## config.mk

```make
export PLATFORM = sky130hd
export DESIGN_NAME = mem_port_arb
export DESIGN_NICKNAME = d
export VERILOG_FILES = /design/src/rtl/mem_pkg.sv /design/src/rtl/rr_arb2.sv /design/src/rtl/mem_port_arb.sv
export SDC_FILE = /design/constraint.sdc
export NUM_CORES = 1
export LEC_CHECK = 0
export BUFFER_PORTS_ARGS = -buffer_cell sky130_fd_sc_hd__buf_2
export CAP_MARGIN = 20
export CORE_AREA = 2 2 229 231
export CTS_BUF_LIST = sky130_fd_sc_hd__clkbuf_16
export CTS_CLUSTER_DIAMETER = 40
export CTS_CLUSTER_SIZE = 30
export DETAILED_ROUTE_END_ITERATION = 10
export DIE_AREA = 0 0 231 233
export GPL_TIMING_DRIVEN = 0
export SYNTH_ARGS = -nofsm -noshare
export SYNTH_HDL_FRONTEND = slang
export SYNTH_SLANG_ARGS = --single-unit
```

## constraint.sdc

```tcl
create_clock -name clock -period 2.15 [get_ports clock]
set_input_delay 0.43 -clock clock [delete_from_list [all_inputs] [get_ports clock]]
set_output_delay 0.43 -clock clock [all_outputs]
set_load 0.005 [all_outputs]
```

## src/rtl/mem_pkg.sv

```systemverilog
// Shared definitions for the data-port arbiter of the 32 KB banked memory:
// size, sequencer states and the address range check.
package mem_pkg;

  localparam int unsigned MEM_BYTES = 32768;

  typedef enum logic [1:0] {
    IDLE,
    ACCESS,
    WAIT,
    RESP
  } arb_state_t;

  // The last legal start address is mem_bytes-8, so an 8-byte access never
  // wraps past the top bank.
  function automatic logic mem_in_range(input logic [63:0] addr,
                                        input int unsigned mem_bytes);
    return addr <= (64'(mem_bytes) - 64'd8);
  endfunction

endpackage

```

## src/rtl/rr_arb2.sv

```systemverilog
// Two-input round-robin pick; `last` remembers the most recent grant so a tie
// goes to the other port.
module rr_arb2 (
  input  logic       clock,
  input  logic       resetn,
  input  logic [1:0] req,
  input  logic       take,
  output logic       gnt_id,
  output logic       gnt_valid
);

  logic last;

  // NOTE: every always_comb output gets a default first so no latch is inferred.
  always_comb begin
    gnt_valid = |req;
    gnt_id    = req[1];
    if (req == 2'b11) gnt_id = ~last;
  end

  // NOTE: state registers use non-blocking assignments only.
  always_ff @(posedge clock or negedge resetn) begin
    if (!resetn) begin
      last <= 1'b1;
    end else if (take && gnt_valid) begin
      last <= gnt_id;
    end
  end

endmodule

```

## src/rtl/mem_port_arb.sv

```systemverilog
// Shares the memory data port between the CPU memory stage (port 0) and the
// loader/debug writer (port 1), sequencing the 2-edge read latency.
module mem_port_arb
  import mem_pkg::*;
#(
  parameter int unsigned MEM_BYTES = 32768,
  parameter int unsigned AW        = 64,
  parameter int unsigned DW        = 64
) (
  input  logic          clock,
  input  logic          resetn,
  input  logic          p0_req,
  input  logic          p0_we,
  input  logic [AW-1:0] p0_addr,
  input  logic [DW-1:0] p0_wdata,
  output logic          p0_ack,
  output logic          p0_err,
  output logic [DW-1:0] p0_rdata,
  input  logic          p1_req,
  input  logic          p1_we,
  input  logic [AW-1:0] p1_addr,
  input  logic [DW-1:0] p1_wdata,
  output logic          p1_ack,
  output logic          p1_err,
  output logic [DW-1:0] p1_rdata,
  output logic [AW-1:0] maddr,
  output logic          wenable,
  output logic [DW-1:0] wdata,
  output logic          renable,
  input  logic [DW-1:0] valM,
  output logic          busy
);

  arb_state_t    state;
  logic          owner;
  logic          we_q;
  logic          err_q;
  logic [AW-1:0] addr_q;
  logic [DW-1:0] wdata_q;

  logic          gnt_id;
  logic          gnt_valid;
  logic          sel_we;
  logic [AW-1:0] sel_addr;
  logic [DW-1:0] sel_wdata;
  logic          sel_ok;
  logic          resp;
  logic [DW-1:0] resp_data;

  rr_arb2 u_arb (
    .clock     (clock),
    .resetn    (resetn),
    .req       ({p1_req, p0_req}),
    .take      (state == IDLE),
    .gnt_id    (gnt_id),
    .gnt_valid (gnt_valid)
  );

  always_comb begin
    sel_we    = gnt_id ? p1_we    : p0_we;
    sel_addr  = gnt_id ? p1_addr  : p0_addr;
    sel_wdata = gnt_id ? p1_wdata : p0_wdata;
    sel_ok    = mem_in_range(64'(sel_addr), MEM_BYTES);
  end

  always_ff @(posedge clock or negedge resetn) begin
    if (!resetn) begin
      state   <= IDLE;
      owner   <= 1'b0;
      we_q    <= 1'b0;
      err_q   <= 1'b0;
      addr_q  <= '0;
      wdata_q <= '0;
    end else begin
      case (state)
        IDLE: begin
          if (gnt_valid) begin
            owner   <= gnt_id;
            we_q    <= sel_we;
            addr_q  <= sel_addr;
            wdata_q <= sel_wdata;
            err_q   <= ~sel_ok;
            state   <= sel_ok ? ACCESS : RESP;
          end
        end
        ACCESS:  state <= we_q ? RESP : WAIT;
        WAIT:    state <= RESP;
        RESP:    state <= IDLE;
        default: state <= IDLE;
      endcase
    end
  end

  // Outputs decode from state and latched registers only, so an async reset
  // drops them at once and req never reaches an output combinationally.
  always_comb begin
    busy      = (state != IDLE);
    maddr     = busy ? addr_q  : '0;
    wdata     = busy ? wdata_q : '0;
    wenable   = (state == ACCESS) && we_q;
    renable   = (state == WAIT);
    resp      = (state == RESP);
    resp_data = (resp && !we_q && !err_q) ? valM : '0;
    p0_ack    = resp && !owner;
    p1_ack    = resp &&  owner;
    p0_err    = p0_ack && err_q;
    p1_err    = p1_ack && err_q;
    p0_rdata  = owner ? '0 : resp_data;
    p1_rdata  = owner ? resp_data : '0;
  end

endmodule

```

==> results of run 1 <==
final cells by class:
cell class,count,area (µm²),area share
timing repair buffer,602,3272,0.2464
multi-input combinational,718,4654,0.3505
buffer,70,591.8,0.04456
clock inverter,14,116.4,0.008762
antenna,1,2.502,0.0001884
sequential,134,3356,0.2527
tap,680,850.8,0.06407
clock buffer,17,425.4,0.03203
inverter,3,11.26,0.0008479
cell families after synthesis:
group                    Yosys count  synth area share
flip-flops                       134            0.4060
AND/OR/NAND/NOR                  444            0.2990
AO/OA/AOI/OAI                    141           0.08708
multiplexers                     129            0.1563
adder cells (fa/ha/maj)            4          0.006058
buffers and inverters             74           0.04559
where the power goes:
| group | internal [mW] | total [mW] | switching (mW) |
|---|---|---|---|
| combinational | 3.59 | 8.11 | 4.51 |
| sequential | 3.74 | 4.46 | 0.717 |
| clock | 1.49 | 2.78 | 1.29 |
| total | 8.83 | 15.3 | 6.52 |
synth_stat cells:
| master | instances |
|---|---|
| nand4_1 | 12 |
| nor4_2 | 3 |
| nor3_1 | 4 |
| buf_4 | 3 |
| and2_1 | 131 |
| a21oi_1 | 4 |
| or4_1 | 3 |
| a221oi_2 | 1 |
| nor2b_1 | 129 |
| nor4_1 | 20 |
| o21ai_1 | 19 |
| a21boi_1 | 1 |
| mux2i_1 | 129 |
| buf_6 | 11 |
| clkbuf_1 | 53 |
| buf_2 | 4 |
| and3_1 | 1 |
| inv_1 | 3 |
| nor3b_2 | 2 |
| a31oi_1 | 1 |
| dfstp_2 | 1 |
| nor2_1 | 3 |
| o21ai_0 | 115 |
| or3_1 | 2 |
| dfrtp_1 | 133 |
| and4_1 | 1 |
| ha_1 | 4 |
| nand2_1 | 133 |
per-stage QoR:
step / worst slack [ns] / hold slack (ns) / cells
2_1_floorplan: 0.2212 / 0.1344 / 926
3_3_place_gp: -1.334 / 0.4567 / 2194
3_5_place_dp: -0.8133 / 0.4399 / 2197
4_1_cts: -0.3779 / 0.1423 / 2234
5_1_grt: -0.4121 / 0.1711 / 2239
6_report: -0.3244 / 0.1918 / 2239
per-layer routing:
layer / global-route usage / vias to the layer above / part of all wire
met1: 0.1854 / 4433 / 0.39
met2: 0.3074 / 427 / 0.53
met4: 0.06452 / 0 / 0.030
li1: - / 4363 / -
met3: 0.03137 / 66 / 0.054
met5: 0 / - / 0
worst max-delay path: cells and delay by family, from the launching register on:
kind,cells,cell delay [ns]
AND/OR/NAND/NOR,3,0.57
flip-flops,1,0.41
buffers and inverters,3,0.43
adder cells (fa/ha/maj),1,0.17
final timing paths:
kind                                end  slack [ns]  depth (start not counted)
setup / recovery           p0_rdata[16]       -0.32                          7
setup reg to reg            wdata_q[41]        0.03                          6
max in group asynchronous    u_arb.last        0.78                          3
hold reg to reg               addr_q[5]        0.47                          2
min in group asynchronous    addr_q[20]        0.51                          2
hold / removal               u_arb.last        0.19                          2
repair_timing:
item,in CTS,in global routing
buffers inserted,5,2
gates resized for setup,94,68
gates cloned,1,2
endpoints found under the hold margin,56,0
hold buffers,1,0
setup endpoints to repair,392,367
pin swaps,11,6
sequential cells by signal, indices dropped and copies added (netlist names):
signal and cells:
owner 1, we_q 1, addr_q 64, err_q 1, wdata_q 64, state 2, u_arb.last 1
==> results.json, run 1 <==
{
  "status": "complete, but fails checks",
  "violations": "setup timing",
  "numPortBuffers": 588,
  "hold_start": "p0_req",
  "die_w_um": 231,
  "clk_latency_ns": 0.45,
  "place_area_um2": 12100,
  "synthToLayoutAreaGrowth_pct": 60.74,
  "floorplan.rows": 83,
  "total_power_mw": 15.35,
  "reg2reg_from": "state[1]",
  "worstMarginPinSlew_ns": 0.6980,
  "ys_types": 28,
  "netlist_top_cells_area": "dfrtp_1 40%, mux2i_1 16%, and2_1 9.9%, nor2b_1 9.8%, o21ai_0 7.0%",
  "worstPathCellList": "ha_4, nor2b_4, nor3b_4, buf_12, buf_8, and2_1, buf_2",
  "grt_overflow": 0,
  "yosysSeqAreaShare": 0.4060,
  "cts_buffers": 17,
  "ios": 589,
  "skew_ns": 0.01176,
  "core-area_um2": 51090,
  "final_common_cell": "buf_2",
  "synth.top_cell.area_share": 0.4028,
  "setup_ws_ns": -0.3244,
  "routabilityCongestion": 0.9670,
  "grtUsageTotal": 0.1656,
  "n_fill_cell": 5567,
  "synth_top_area_cell": "dfrtp_1",
  "viasPerCell": 4.149,
  "avgRoutedWirePerCell_um": 20.72,
  "synth.avg_cell_area_um2": 8.922,
  "drive_gt1_frac": 0.4647,
  "clk_pin_slew_worst_paths_ns": 0.07,
  "fin_area_um2": 13280,
  "fin_nets": 1876,
  "arrival_ns": 2.04,
  "die_h_um": 233,
  "grt_first_pass_wirelength_um": 63500,
  "clockBufferDepth": 2,
  "cp_data_required_time_ns": 1.72,
  "max_cap_viol_count": 0,
  "dieArea_um2": 53820,
  "ys_ff_latch": 134,
  "synthCells": 926,
  "worstPathMaxFanout": 10,
  "grt_max_degree": 79,
  "cts_tree": "built",
  "synth_area_um2": 8262,
  "drtIter0Drc": 394,
  "tns_ns": -43.64,
  "routed-via-count": 9289,
  "initial_core_util": 0.1617,
  "hold_violations": 0,
  "min_period_over_period": 1.151,
  "setup_viol": 247,
  "synth_nets": 1256,
  "cts_root_buf": "clkbuf_16",
  "drv_slew": 0,
  "p_leak_nw": 6.972,
  "final_cell_mix": "566 x buf_2, 133 x nand2_1, 132 x dfrtp_1, 128 x mux2i_1, 120 x nor2b_1",
  "crit_path_top_delay_cell": "dfrtp_1",
  "grt_pass1_vias": 9476,
  "ys_warn_count": 0,
  "ant_nets": 0,
  "cts_sinks": 134,
  "crit_start": "state[1]",
  "drc_errors": 0,
  "dp_hpwl_um": 39460,
  "htreeDepth": 4,
  "holdCritPathClass": "in -> reg",
  "antenna_found_initial": 3,
  "dr.pass1.iters": 5,
  "finalCriticalPeriod_ns": 2.474,
  "power_density_nw_per_um2": 1156,
  "max_stage_delay_ns": 0.41,
  "finish.utilization": 0.2599,
  "start_kind": "flip-flop",
  "endpoint_kind": "output port",
  "critPathKind": "reg -> out",
  "routed_wl_um": 46400,
  "slew_headroom": 0.5347,
  "peakVddDrop_v": 0.0006130,
  "fmax_mhz": 404.1,
  "rsz0062_at_grt": "true"
}
Note: power is estimated with default switching activity, not from simulation.
==> inputs of run 2 (changes only) <==
PLACE_DENSITY_LB_ADDON = 0.25   (was not set)
==> results.json, run 2 (same netlist as run 1, synthesis figures left out) <==
{
  "status": "complete, but fails checks",
  "violations": "setup timing",
  "numPortBuffers": 588,
  "grt_overflow": 0,
  "initial_core_util": 0.1617,
  "drc_errors": 0,
  "cts_tree": "built",
  "reg2reg_from": "u_arb.last",
  "antenna_found_initial": 27,
  "worstMarginPinSlew_ns": 0.9802,
  "grtUsageTotal": 0.1712,
  "setup_viol": 257,
  "place_worst_setup_slack_ns": -0.8061,
  "clk_pin_slew_worst_paths_ns": 0.06,
  "worstPathCellList": "ha_4, nor2b_4, nor3b_4, buf_6, buf_12, buf_12, and2_1, buf_2",
  "core-area_um2": 51090,
  "fin_nets": 1896,
  "p_sw_mw": 6.603,
  "routed-via-count": 9342,
  "dp_hpwl_um": 40090,
  "hold_start": "p0_req",
  "drv_slew": 0,
  "rsz0062_at_grt": "true",
  "max_stage_delay_ns": 0.43,
  "avgRoutedWirePerCell_um": 21.40,
  "crit_path_top_delay_cell": "dfrtp_2",
  "power_frac_seq": 0.263,
  "routed_wl_um": 48610,
  "viasPerCell": 4.112,
  "tns_ns": -54.61,
  "finish.utilization": 0.2767,
  "min_period_over_period": 1.166,
  "combPwrFrac": 0.558,
  "slew_headroom": 0.3405,
  "routabilityCongestion": 1.049,
  "grt_pass1_vias": 9614,
  "die_w_um": 231,
  "cts_sinks": 134,
  "path_common_cell": "buf_12",
  "arrival_ns": 2.08,
  "die_h_um": 233,
  "grt_first_pass_wirelength_um": 64950,
  "drtIter0Drc": 254,
  "cts_buffers": 17,
  "setup_ws_ns": -0.3576,
  "max_cap_viol_count": 0,
  "holdCritPathClass": "in -> reg",
  "clk_latency_ns": 0.45,
  "crit_family": "buffers and inverters",
  "dr.pass1.iters": 4,
  "cp_data_required_time_ns": 1.72,
  "grt_max_degree": 74,
  "cp_num_buf_inv": 4,
  "finalCriticalPeriod_ns": 2.508,
  "crit_start": "state[0]",
  "dieArea_um2": 53820,
  "critPathKind": "reg -> out",
  "power_density_nw_per_um2": 1189,
  "total_power_mw": 16.81,
  "pwr-share-clk": 0.179,
  "final_common_cell": "buf_2",
  "largestRegisters": "addr_q x64, wdata_q x64, state x2",
  "drive_gt1_frac": 0.4997,
  "final_cell_mix": "553 x buf_2, 133 x nand2_1, 132 x dfrtp_1, 125 x mux2i_1, 115 x o21ai_0",
  "endpoint_kind": "output port",
  "worstPathMaxFanout": 10,
  "synthToLayoutAreaGrowth_pct": 71.10,
  "floorplan.rows": 83,
  "ant_nets": 0,
  "swShare": 0.3929,
  "htreeDepth": 4,
  "start_kind": "flip-flop",
  "ios": 589,
  "clockBufferDepth": 2,
  "fmax_mhz": 398.8,
  "hold_violations": 0,
  "skew_ns": 0.006412,
  "peakVddDrop_v": 0.0005440,
  "p_leak_nw": 7.329,
  "internal_power_mw": 10.20,
  "cts_root_buf": "clkbuf_16"
}
==> run 2: per-stage QoR <==
step / hold WS [ns] / area, µm² / instances
2_1_floorplan: 0.1344 / 8262 / 926
3_5_place_dp: 0.4624 / 12090 / 2195
5_1_grt: 0.2030 / 14130 / 2270
4_1_cts: 0.1643 / 13080 / 2235
6_report: 0.2032 / 14140 / 2272
3_3_place_gp: 0.4538 / 12060 / 2194
==> run 2: area by class of cell <==
| type | count | area, µm² |
|---|---|---|
| fillers | 5549 | 36960 |
| flip-flops and latches | 134 | 3356 |
| clock inverters | 15 | 162.7 |
| well taps | 680 | 850.8 |
| plain buffers | 70 | 724.4 |
| repair buffers | 622 | 3799 |
| inverters | 3 | 13.76 |
| multi-input cells | 718 | 4772 |
| diodes | 13 | 32.53 |
| clock buffers | 17 | 425.4 |
==> run 2: power by group through the flow <==
stage	sequential (mW)	combinational [mW]	clock, mW
final	4.41	9.38	3.02
after global routing	4.58	10.3	3.21
after CTS	4.45	7.99	3.12
after detailed placement	4.46	7.51	0
after global placement	4.43	7.46	0
after floorplan	4.17	3.82	0
==> run 2: final timing paths <==
kind                            cells past startpoint  slack [ns]     endpoint
worst min register to register                      2        0.47   addr_q[30]
worst max register to register                      6        0.15   addr_q[41]
worst max-delay path                                8       -0.36  p0_rdata[8]
min in group asynchronous                           2        0.52   addr_q[13]
max in group asynchronous                           3        0.81  wdata_q[46]
worst min-delay path                                2        0.20   u_arb.last
==> run 2: per-layer routing <==
metal	share of wire	GRT usage	vias to the layer above
met4	0.053	0.1069	4
met1	0.35	0.1659	4398
met2	0.54	0.3297	432
li1	-	-	4406
met5	0.00070	0	-
met3	0.051	0.03493	102
==> run 2: repair_timing <==
action                     4_1_cts  5_1_grt
cloned                           2       16
pin swaps                        2       31
gates resized for setup        101      187
setup endpoints to repair      392      339
hold endpoints to repair        60        0
hold buffers                     1        0
setup buffers                    6        8
==> inputs of run 3 (changes only) <==
PLACE_DENSITY = 0.4   (was not set)
PLACE_DENSITY_LB_ADDON = not set   (was 0.25)
==> results.json, run 3 (same netlist as run 1, synthesis figures left out) <==
{
  "fin_nets": 1894,
  "holdCritPathClass": "in -> reg",
  "swShare": 0.3937,
  "cts_root_buf": "clkbuf_16",
  "dieArea_um2": 53820,
  "core-area_um2": 51090,
  "drc_errors": 0,
  "ios": 589,
  "cts_tree": "built",
  "routed_wl_um": 51540,
  "fin_hold_ws_ns": 0.1969,
  "skew_ns": 0.007795,
  "worstMarginPinSlew_ns": 0.9928,
  "grtUsageTotal": 0.1872,
  "setup_ws_ns": -0.3908,
  "slew_headroom": 0.3320,
  "violations": "setup timing",
  "htreeDepth": 4,
  "peakVddDrop_v": 0.0004694,
  "viasPerCell": 4.143,
  "tns_ns": -52.94,
  "dp_hpwl_um": 42860,
  "power_density_nw_per_um2": 1179,
  "clk_pin_slew_worst_paths_ns": 0.06,
  "initial_core_util": 0.1617,
  "grt_max_degree": 70,
  "arrival_ns": 2.11,
  "setup_viol": 256,
  "cp_data_required_time_ns": 1.72,
  "internal_power_mw": 10.17,
  "place_worst_setup_slack_ns": -0.7705,
  "critPathKind": "reg -> out",
  "placedCellCount": 2195,
  "final_common_cell": "buf_2",
  "clk_latency_ns": 0.46,
  "floorplan.rows": 83,
  "combPwrFrac": 0.540,
  "clockBufferDepth": 2,
  "die_h_um": 233,
  "status": "complete, but fails checks",
  "rsz0062_at_grt": "true",
  "routed-via-count": 9408,
  "fmax_mhz": 393.6,
  "max_cap_viol_count": 0,
  "routabilityCongestion": 1.005,
  "min_period_over_period": 1.182,
  "pwr-share-clk": 0.196,
  "reg2reg_from": "state[1]",
  "hold_start": "p0_req",
  "p_leak_nw": 7.337,
  "power_frac_seq": 0.264,
  "final_cells": 2271,
  "finalCriticalPeriod_ns": 2.541,
  "largestRegisters": "addr_q x64, wdata_q x64, state x2",
  "antenna_found_initial": 34,
  "numPortBuffers": 588,
  "grt_pass1_vias": 9832,
  "endpoint_kind": "output port",
  "total_power_mw": 16.78,
  "grt_overflow": 0,
  "crit_start": "state[1]",
  "cts_sinks": 134,
  "die_w_um": 231,
  "avgRoutedWirePerCell_um": 22.69,
  "grt_first_pass_wirelength_um": 70340,
  "cts_buffers": 17,
  "final_cell_mix": "525 x buf_2, 133 x nand2_1, 132 x dfrtp_1, 128 x mux2i_1, 115 x o21ai_0",
  "drtIter0Drc": 322,
  "hold_violations": 0,
  "p_sw_mw": 6.606,
  "dr.pass1.iters": 4,
  "drv_slew": 0,
  "ant_nets": 0,
  "drive_gt1_frac": 0.5079,
  "start_kind": "flip-flop",
  "synthToLayoutAreaGrowth_pct": 72.25,
  "worstPathMaxFanout": 5
}
[run 3: cell types whose count changed in the layout (fill, tap and decap cells not counted), moves of 5 or more]
cell	delta
clkbuf_1	+5
nor2b_2	-6
clkbuf_8	+15
and2_1	-20
buf_4	+6
and2_4	+20
nor2b_4	+7
clkbuf_16	-9
buf_2	-28
buf_6	+20
buf_12	-6
[run 3: final cells by class]
cell class | instances | area [µm²]
fill | 5549 | 36860
multi-input combinational | 718 | 4837
timing repair buffer | 620 | 3776
sequential | 134 | 3356
tap | 680 | 850.8
buffer | 70 | 721.9
clock buffer | 17 | 425.4
clock inverter | 15 | 211.5
antenna | 14 | 35.03
inverter | 3 | 17.52
[run 3: worst paths after layout]
path                                 to  cells past startpoint  slack, ns
max in group asynchronous   wdata_q[45]                      3       0.77
min in group asynchronous    addr_q[17]                      2       0.54
max                        p0_rdata[62]                      8      -0.39
min reg2reg                 wdata_q[56]                      2       0.47
min                          u_arb.last                      2       0.20
max reg2reg                  addr_q[29]                      7       0.02
[run 3: what timing repair did]
action	4_1_cts	5_1_grt
hold buffers	1	0
hold endpoints to repair	13	0
buffers inserted	18	2
gates resized for setup	225	70
gates cloned	8	3
setup endpoints to repair	393	389
pin swaps	36	18
[run 3: metal layers]
| layer | wire (µm) | GRT usage | part of all wire | vias to the layer above |
|---|---|---|---|---|
| met4 | 2594 | 0.1175 | 0.050 | 6 |
| li1 | - | - | - | 4400 |
| met2 | 28270 | 0.3589 | 0.55 | 446 |
| met1 | 17690 | 0.1778 | 0.34 | 4452 |
| met3 | 2940 | 0.04596 | 0.057 | 104 |
| met5 | 40 | 0 | 0.00078 | - |
[run 3: metrics by stage]
stage | util | area (µm²)
finish | 0.2785 | 14230
global route | 0.2785 | 14230
CTS | 0.2716 | 13880
detailed placement | 0.2366 | 12090
global placement | 0.2359 | 12060
floorplan | - | 8262
[run 3: critical path, stage by stage, from the launching register on]
cell and delay (ns):
dfrtp_1 0.40, ha_4 0.19, nor2b_4 0.16, nor3b_4 0.22
buf_12 0.15, buf_12 0.13, clkbuf_16 0.14, and2_1 0.14
buf_6 0.12
[run 3: power by group through the flow]
stage	clock network, mW	logic (mW)	registers (mW)
after floorplan	0	3.82	4.17
after global placement	0	7.54	4.43
after detailed placement	0	7.55	4.46
after CTS	3.37	9.01	4.46
after global routing	3.47	9.97	4.60
final	3.29	9.06	4.43
